File: src/rtl/traffic_pkg.sv
// Shared lamp codes, phase codes and default dwell constants for the intersection controller.
// Pure declarations; no timing or flow-control behaviour.
package traffic_pkg;

  localparam logic [1:0] RED    = 2'd0;
  localparam logic [1:0] YELLOW = 2'd1;
  localparam logic [1:0] GREEN  = 2'd2;

  typedef enum logic [2:0] {
    HG = 3'd0,
    HY = 3'd1,
    AR = 3'd2,
    CG = 3'd3,
    CY = 3'd4,
    PW = 3'd5
  } phase_t;

  localparam int DEF_Y2R_DELAY = 3;
  localparam int DEF_R2G_DELAY = 2;
  localparam int DEF_MIN_GREEN = 8;
  localparam int DEF_MAX_CNTRY = 10;
  localparam int DEF_PED_WALK  = 6;
  localparam int DEF_CNT_W     = 4;

  function automatic logic [1:0] hwy_lamp(input phase_t p);
    case (p)
      HG:      return GREEN;
      HY:      return YELLOW;
      default: return RED;
    endcase
  endfunction

  function automatic logic [1:0] cntry_lamp(input phase_t p);
    case (p)
      CG:      return GREEN;
      CY:      return YELLOW;
      default: return RED;
    endcase
  endfunction

endpackage

File: src/rtl/phase_timer.sv
// Saturating dwell counter: clears on reset or restart, otherwise counts up and holds at all-ones.
// Count visible the cycle after each edge; no flow control.
module phase_timer #(
  parameter int CNT_W = 4
) (
  input  logic             clock,
  input  logic             clear_n,
  input  logic             restart,
  output logic [CNT_W-1:0] t
);

  logic [CNT_W-1:0] r_t;

  always_ff @(posedge clock) begin
    if (!clear_n) begin
      r_t <= '0;
    end else if (restart) begin
      r_t <= '0;
    end else if (r_t != '1) begin
      r_t <= r_t + 1'b1;
    end
  end

  assign t = r_t;

endmodule

File: src/rtl/traffic_phase_arbiter.sv
// Counter-timed highway/country/pedestrian phase arbiter with emergency preempt to highway green.
// Moore outputs from registered phase and ped_wait; requests are held off only by dwell timers.
module traffic_phase_arbiter
  import traffic_pkg::*;
#(
  parameter int Y2R_DELAY = DEF_Y2R_DELAY,
  parameter int R2G_DELAY = DEF_R2G_DELAY,
  parameter int MIN_GREEN = DEF_MIN_GREEN,
  parameter int MAX_CNTRY = DEF_MAX_CNTRY,
  parameter int PED_WALK  = DEF_PED_WALK,
  parameter int CNT_W     = DEF_CNT_W
) (
  input  logic       clock,
  input  logic       clear_n,
  input  logic       x,
  input  logic       ped_req,
  input  logic       emg,
  output logic [1:0] hwy,
  output logic [1:0] cntry,
  output logic       walk,
  output logic       ped_wait,
  output logic [2:0] phase
);

  localparam logic [CNT_W-1:0] Y2R_LAST  = CNT_W'(Y2R_DELAY - 1);
  localparam logic [CNT_W-1:0] R2G_LAST  = CNT_W'(R2G_DELAY - 1);
  localparam logic [CNT_W-1:0] MING_LAST = CNT_W'(MIN_GREEN - 1);
  localparam logic [CNT_W-1:0] MAXC_LAST = CNT_W'(MAX_CNTRY - 1);
  localparam logic [CNT_W-1:0] WALK_LAST = CNT_W'(PED_WALK - 1);

  phase_t           r_state;
  phase_t           r_tgt;
  logic             r_ped_wait;
  phase_t           w_nxt;
  phase_t           w_nxt_tgt;
  logic             w_restart;
  logic [CNT_W-1:0] w_t;

  phase_timer #(.CNT_W(CNT_W)) u_timer (
    .clock   (clock),
    .clear_n (clear_n),
    .restart (w_restart),
    .t       (w_t)
  );

  // Next phase is combinational so the timer restarts on the same edge the phase changes.
  always_comb begin
    w_nxt     = r_state;
    w_nxt_tgt = r_tgt;
    case (r_state)
      HG: if (!emg && (w_t >= MING_LAST) && (r_ped_wait || x)) begin
        w_nxt     = HY;
        w_nxt_tgt = r_ped_wait ? PW : CG;
      end
      HY: if (w_t == Y2R_LAST) w_nxt = AR;
      AR: if (w_t == R2G_LAST) w_nxt = emg ? HG : r_tgt;
      CG: if (!x || (w_t == MAXC_LAST) || emg) begin
        w_nxt     = CY;
        w_nxt_tgt = HG;
      end
      CY: if (w_t == Y2R_LAST) begin
        w_nxt     = AR;
        w_nxt_tgt = HG;
      end
      PW: if ((w_t == WALK_LAST) || emg) begin
        w_nxt     = AR;
        w_nxt_tgt = HG;
      end
      default: w_nxt = HG;
    endcase
    w_restart = (w_nxt != r_state);
  end

  always_ff @(posedge clock) begin
    if (!clear_n) begin
      r_state    <= HG;
      r_tgt      <= HG;
      r_ped_wait <= 1'b0;
    end else begin
      r_state <= w_nxt;
      r_tgt   <= w_nxt_tgt;
      // Entering WALK serves the request; that clear outranks a same-edge press.
      if ((w_nxt == PW) && (r_state != PW)) begin
        r_ped_wait <= 1'b0;
      end else if (ped_req && (r_state != PW)) begin
        r_ped_wait <= 1'b1;
      end
    end
  end

  assign hwy      = hwy_lamp(r_state);
  assign cntry    = cntry_lamp(r_state);
  assign walk     = (r_state == PW);
  assign ped_wait = r_ped_wait;
  assign phase    = r_state;

endmodule
File: config.mk
export PLATFORM = sky130hd
export DESIGN_NAME = traffic_phase_arbiter
export DESIGN_NICKNAME = d
export VERILOG_FILES = /design/src/rtl/traffic_pkg.sv /design/src/rtl/phase_timer.sv /design/src/rtl/traffic_phase_arbiter.sv
export SDC_FILE = /design/constraint.sdc
export NUM_CORES = 1
export LEC_CHECK = 0
export CAP_MARGIN = 25
export CORE_ASPECT_RATIO = 1.5
export CORE_MARGIN = 4
export CORE_UTILIZATION = 40
export CTS_CLUSTER_SIZE = 30
export DETAILED_ROUTE_END_ITERATION = 10
export PLACE_DENSITY = 0.6
export SYNTH_ARGS = -nofsm -noshare
export SYNTH_HDL_FRONTEND = slang
export SYNTH_SLANG_ARGS = --single-unit
File: constraint.sdc
create_clock -name clock -period 6.7 [get_ports clock]
set_clock_uncertainty 0.2 [all_clocks]
set_input_delay 0.67 -clock clock [delete_from_list [all_inputs] [get_ports clock]]
set_output_delay 0.67 -clock clock [all_outputs]
set_load 0.02 [all_outputs]
### Word-level counts from Yosys, hierarchy flattened

Index checks and enable logic that the tools add are counted.

* logic and storage cells: 55
* input port bits: 5
* flip-flop bits (word level): 11
* output and inout port bits: 9

* equal/unequal tests: 17
* mux-type cells: 15
* magnitude comparators: 1
* bitwise operators: 1
* reductions and logical operators: 16
* add/sub/neg operators: 1

Operators by type and width (count)
* $mux W3: 11
* $pmux W3 S5: 1
* $pmux W3 S4: 1
* $eq A3 B3 Y1 const B: 3
* $pmux W2 S2: 2
* $eq A3 B2 Y1 const B: 2
* $ne A2 B2 Y1 const B: 3
* $reduce_or A2 Y1: 3
* $reduce_and A5 Y1: 1
* $add A4 B1 Y4 const B: 1
* $eq A4 B1 Y1 const B: 1
* $eq A4 B2 Y1 const B: 1
* $eq A4 B3 Y1 const B: 1
* $eq A4 B4 Y1 const B: 1
* $ge A4 B3 Y1 const B: 1
* $logic_and A1 B1 Y1: 4
* $logic_or A1 B1 Y1: 4
* $ne A4 B4 Y1 const B: 1
* $reduce_bool A4 Y1: 1
* $eq A3 B1 Y1 const B: 1
* $logic_not A3 Y1: 1
* $ne A3 B3 Y1: 1
* $ne A3 B3 Y1 const B: 1
* $logic_not A1 Y1: 2
* other kinds (2): 2

### Longest topological paths before layout

* word-level depth: 8
* depth in mapped cells: 7
* mapped depth without buffers: 7

### Cells and area by module

From an unflattened synthesis, not the netlist that was laid out.

* cells, all modules: 102
* area total of the unflattened synthesis: 843.3 um2

By module, submodules not included
* traffic_phase_arbiter: area an instance 640.6 um2, cells an instance 82, seq. area each 140.1 um2, instances 1
* phase_timer: area an instance 202.7 um2, cells an instance 20, seq. area each 80.1 um2, instances 1

### Least setup slack after synthesis

OpenSTA, ideal clock, no wires.

* path type: reg-to-reg
* start point: register u_timer.r_t[0], in the netlist u_timer.t[0]
* end point: register u_timer.r_t[1], in the netlist u_timer.t[1]
* path buffers: 0
* arrival time: 1.856 ns
* library setup time: 0.100 ns
* required time: 6.400 ns
* period minus slack after synthesis: 2.156 ns
* slack: 4.544 ns
* stages on the path, launching flop included: 7
* cell sequence: dfxtp_1 > ha_1 > or4b_4 > nor4b_4 > a211oi_1 > o211a_2 > a2111oi_4

* word-level cells in the longest chain between the ends: 7
* elaborated cells between the ends (all ways): 20
* those cells by class: add/sub (1); order compare (1); eq/ne (6); mux (6); reduce/logical (6)

RTL lines
* start, declared: RTL line phase_timer.sv:12 `logic [CNT_W-1:0] r_t;`
* start signal, assigned: RTL line phase_timer.sv:20 `r_t <= r_t + 1'b1;`
* $ge A4 B3 Y1 or $eq A4 B4 Y1 (tied branches): RTL line traffic_phase_arbiter.sv:51, traffic_phase_arbiter.sv:57
* $logic_and A1 B1 Y1 or $logic_or A1 B1 Y1 (tied branches) (2 in a row): RTL line traffic_phase_arbiter.sv:51, traffic_phase_arbiter.sv:57
* $mux W3, on equally long branches: RTL line traffic_phase_arbiter.sv:51, traffic_phase_arbiter.sv:57
* $pmux W3 S5: RTL line traffic_phase_arbiter.sv:50 `case (r_state)`
* $ne A3 B3 Y1: RTL line traffic_phase_arbiter.sv:71 `w_restart = (w_nxt != r_state);`
* $reduce_or A2 Y1 (no source line)

Several ways; a longest one is shown, not always the timed one.
A chain may end at the register's enable or synchronous reset.

### Worst setup path after layout

* start point: register r_state[0], in the netlist phase[0]
* end point: output port hwy[0]

* word-level cells in the longest chain between the ends: 2
* elaborated cells between the ends (all ways): 3
* those cells by class: eq/ne (1); mux (1); reduce/logical (1)

RTL lines
* start, declared: RTL line traffic_phase_arbiter.sv:31 `phase_t r_state;`
* start signal, assigned: RTL line traffic_phase_arbiter.sv:80 `r_state <= w_nxt;`
* $eq A3 B1 Y1 or $logic_not A3 Y1 (tied branches): RTL line traffic_pkg.sv:26 `case (p)`
* $pmux W2 S2 (*): RTL line traffic_pkg.sv:26
* end, declared: RTL line traffic_phase_arbiter.sv:18 `output logic [1:0] hwy,`

Mark *: on every way between the ends. The rest lies on a longest branch, timed or not.

==> impl_metrics.tcl <==
set metrics [dict create \
    groute.usage.overall_pct 15.7 \
    gate_count_post_synth 94 \
    grt_antenna_before_repair 0 \
    finalHoldWorstSlack_ns 0.326 \
    detail_route.iter0.violations 17 \
    crit_top_cell "sky130_fd_sc_hd__inv_1" \
    nNetsFinal 116 \
    ffs_latches_synth 11 \
    maxCapViolations 0 \
    reg2reg_depth 6 \
    detail_route.wl_per_cell_um 15.8 \
    cp_endpoint_kind "primary output" \
    place_congestion 0.839 \
    share_comb_of_total_power_pct 16.1 \
    stages_on_worst_setup_path 4 \
    path_class "reg2out" \
    worstSetupStartpointType "flip-flop" \
    hp-class "reg2reg" \
    vias_per_cell 5.87 \
    min_period_ns 2.96 \
    floorplan.die.width_um 44.4 \
    layout-drive-gt1-share_pct 8.41 \
    grt_start_max_net_pins 14 \
    report.final.setup_viol 0 \
    cts.sink_count 11 \
    tns_ns 0 \
    post_cts_buffers 0 \
    cts-hold-fix-buffers 0 \
    routed_wirelength_mm 2.03 \
    hold_viol_final 0 \
    grt_setup_unrepaired "false" \
    area.growth.synth_to_final_pct 20.8 \
    synth_top_cells_by_count "sky130_fd_sc_hd__dfxtp_1 (11), sky130_fd_sc_hd__a21oi_1 (7), sky130_fd_sc_hd__inv_1 (7), sky130_fd_sc_hd__nor2b_1 (7)" \
    syn_nets 102 \
    net-switching-power_mw 0.0390 \
    detail_route.wirelength.met1_um 833 \
    global_route.overflow_total 0 \
    power_frac_clock_pct 33.4 \
    cts_repair_resize_count 0 \
    synth.most_common_cell "sky130_fd_sc_hd__dfxtp_1" \
    drt_pass1_iterations 4 \
    worst_ep_required_time_ns 5.83 \
    met3WireLength_um 68 \
    cts.path.max_buffers 2 \
    netlist.top_cell.by_area "sky130_fd_sc_hd__dfxtp_1" \
    maxClockFrequency_ghz 0.338 \
    status "finished, final reports clean" \
    synth.area.top_cells "sky130_fd_sc_hd__dfxtp_1 (28%), sky130_fd_sc_hd__nor2b_1 (5.5%), sky130_fd_sc_hd__ha_1 (4.7%)" \
    cts_tree "done" \
    first_global_vias 717 \
    synth_edf_count 0 \
    critPathTopFamily "buffers and inverters" \
    clkSlewWorstSetupHoldPaths_ns 0.08 \
    slowest_stage "sky130_fd_sc_hd__clkdlybuf4s50_1" \
    cts_htree_levels 1 \
    worstHoldPathCells 2 \
    uppermost_metal_layer_occupied_by_signal_nets "met4" \
    io_pins 14 \
    grt_pass1_wl_mm 3.35 \
    syn_area_um2 796 \
    leakage_nw 0.355 \
    die_span_in_y_um 62.6 \
    drc 0 \
    report.final.slew_viol_count 0 \
    p_per_area_nw_per_um2 147 \
    cts-buffers-inserted 3 \
    post-dp-hpwl_mm 1.60 \
    placement_rows 19 \
    critical_path.max_fanout 13 \
    number_of_buffers_inserted_by_port_buffering 13 \
    internal_power_mw 0.102 \
    core_area_um2 1850 \
    postSynth.asyncResetShare_pct 0 \
    clock_tree.root_cell "sky130_fd_sc_hd__clkbuf_4" \
    post-synth-top-area-fraction_pct 27.7 \
    synthesis.area_per_instance_um2 8.47 \
    area_of_the_die_um2 2780 \
    relSlewSlack_pct 71.3 \
    diodes 0 \
    p_sw_share_pct 27.6 \
    clk_latency_ns 0.27 \
    start_util_pct 42.9 \
    synth-seq-area-share_pct 27.7 \
    critical_path_buf_inv_count 3 \
    sequentialPowerShare_pct 50.5 \
    max_stage_delay_ns 0.60 \
    postRouteAntennaNets 0 \
    worstPathArrival_ns 2.09 \
    timing_worst_slew_pin_value_ns 0.427 \
    share_of_the_cycle_needed_by_the_critical_path_after_routing_pct 44.1 \
    yosys.cell_types.count 40 \
    vdd.ir_drop.worst_mv 0.0974 \
    timing.critical_path.cells "inv_1 -> or3_1 -> inv_1 -> clkdlybuf4s50_1" \
    dr_wl_met2_mm 1.10 \
    synth-warning-count 0 \
    postSynth.topFlopCell "sky130_fd_sc_hd__dfxtp_1" \
    num_vias 751 \
]
==> final cells by class <==
class,count,area [um2]
clock buffers,4,26.3
flip-flops and latches,11,220
fillers,191,893
multi-input cells,72,532
repair buffers,13,130
inverters,7,26.3
well taps,21,26.3
==> worst paths after layout <==
path / start / end / slack (ns)
max: phase[0] / hwy[0] / 3.74
min: r_tgt[1] / r_tgt[1] / 0.33
max reg2reg: u_timer.t[0] / u_timer.t[1] / 4.31
min reg2reg: r_tgt[1] / r_tgt[1] / 0.33
==> worst min-delay path: stages (launching register included) <==
cell	delay [ns]
sky130_fd_sc_hd__dfxtp_1	0.34
sky130_fd_sc_hd__a2bb2oi_1	0.06
sky130_fd_sc_hd__nor2b_1	0.09
==> cells by family (layout without fill, tap and decap cells) <==
logic type | after synthesis | count (layout) | share of synthesized area, %
simple gates | 40 | 40 | 33.6
compound gates | 28 | 28 | 27.4
flops | 11 | 11 | 27.7
buf+inv | 11 | 24 | 5.50
fa+ha+maj | 3 | 3 | 4.72
xor+xnor | 1 | 1 | 1.10
==> per-stage QoR <==
step           power (mW)  setup slack [ns]  instance area (um2)  util [%]  instances
2_1_floorplan      0.0879              4.54                  796         -         94
6_report            0.141              3.74                  961      51.8        128
5_1_grt             0.149              3.67                  961      51.8        128
3_5_place_dp       0.0957              4.04                  935      50.4        124
4_1_cts             0.142              3.74                  961      51.8        128
3_3_place_gp       0.0954              4.05                  935      50.4        124
==> sequential cells by signal, summed over array words and instances, names as in the netlist <==
name       flops
ped_wait       1
r_tgt          3
u_timer.t      4
phase          3
==> per-layer routing <==
layer / up-vias / GRT usage [%]
met5: - / 0
met3: 4 / 2.88
met1: 358 / 16.5
met2: 13 / 29.2
li1: 376 / -
met4: 0 / 5.66
==> cell usage in the layout (no fill, tap or decap), types with 2 or more instances in the layout <==
cell type                         instances
sky130_fd_sc_hd__a21oi_1                  7
sky130_fd_sc_hd__a31oi_1                  3
sky130_fd_sc_hd__clkbuf_4                 3
sky130_fd_sc_hd__clkdlybuf4s50_1         13
sky130_fd_sc_hd__dfxtp_1                 11
sky130_fd_sc_hd__ha_1                     3
sky130_fd_sc_hd__inv_1                    7
sky130_fd_sc_hd__nand2_1                  5
sky130_fd_sc_hd__nand3_1                  2
sky130_fd_sc_hd__nand3b_1                 4
sky130_fd_sc_hd__nor2_1                   3
sky130_fd_sc_hd__nor2b_1                  7
sky130_fd_sc_hd__nor3_1                   3
sky130_fd_sc_hd__nor3b_1                  5
sky130_fd_sc_hd__nor4_1                   2
sky130_fd_sc_hd__o21bai_1                 3
sky130_fd_sc_hd__o22ai_1                  2
==> power groups by stage <==
stage	Combinational (mW)	Sequential, mW	Clock, mW
5_1_grt	0.0249	0.0717	0.0523
3_5_place_dp	0.0228	0.0729	0
6_report	0.0227	0.0714	0.0472
3_3_place_gp	0.0224	0.0730	0
4_1_cts	0.0229	0.0714	0.0479
2_1_floorplan	0.0162	0.0717	0
Power figures use the tool's default switching activity.
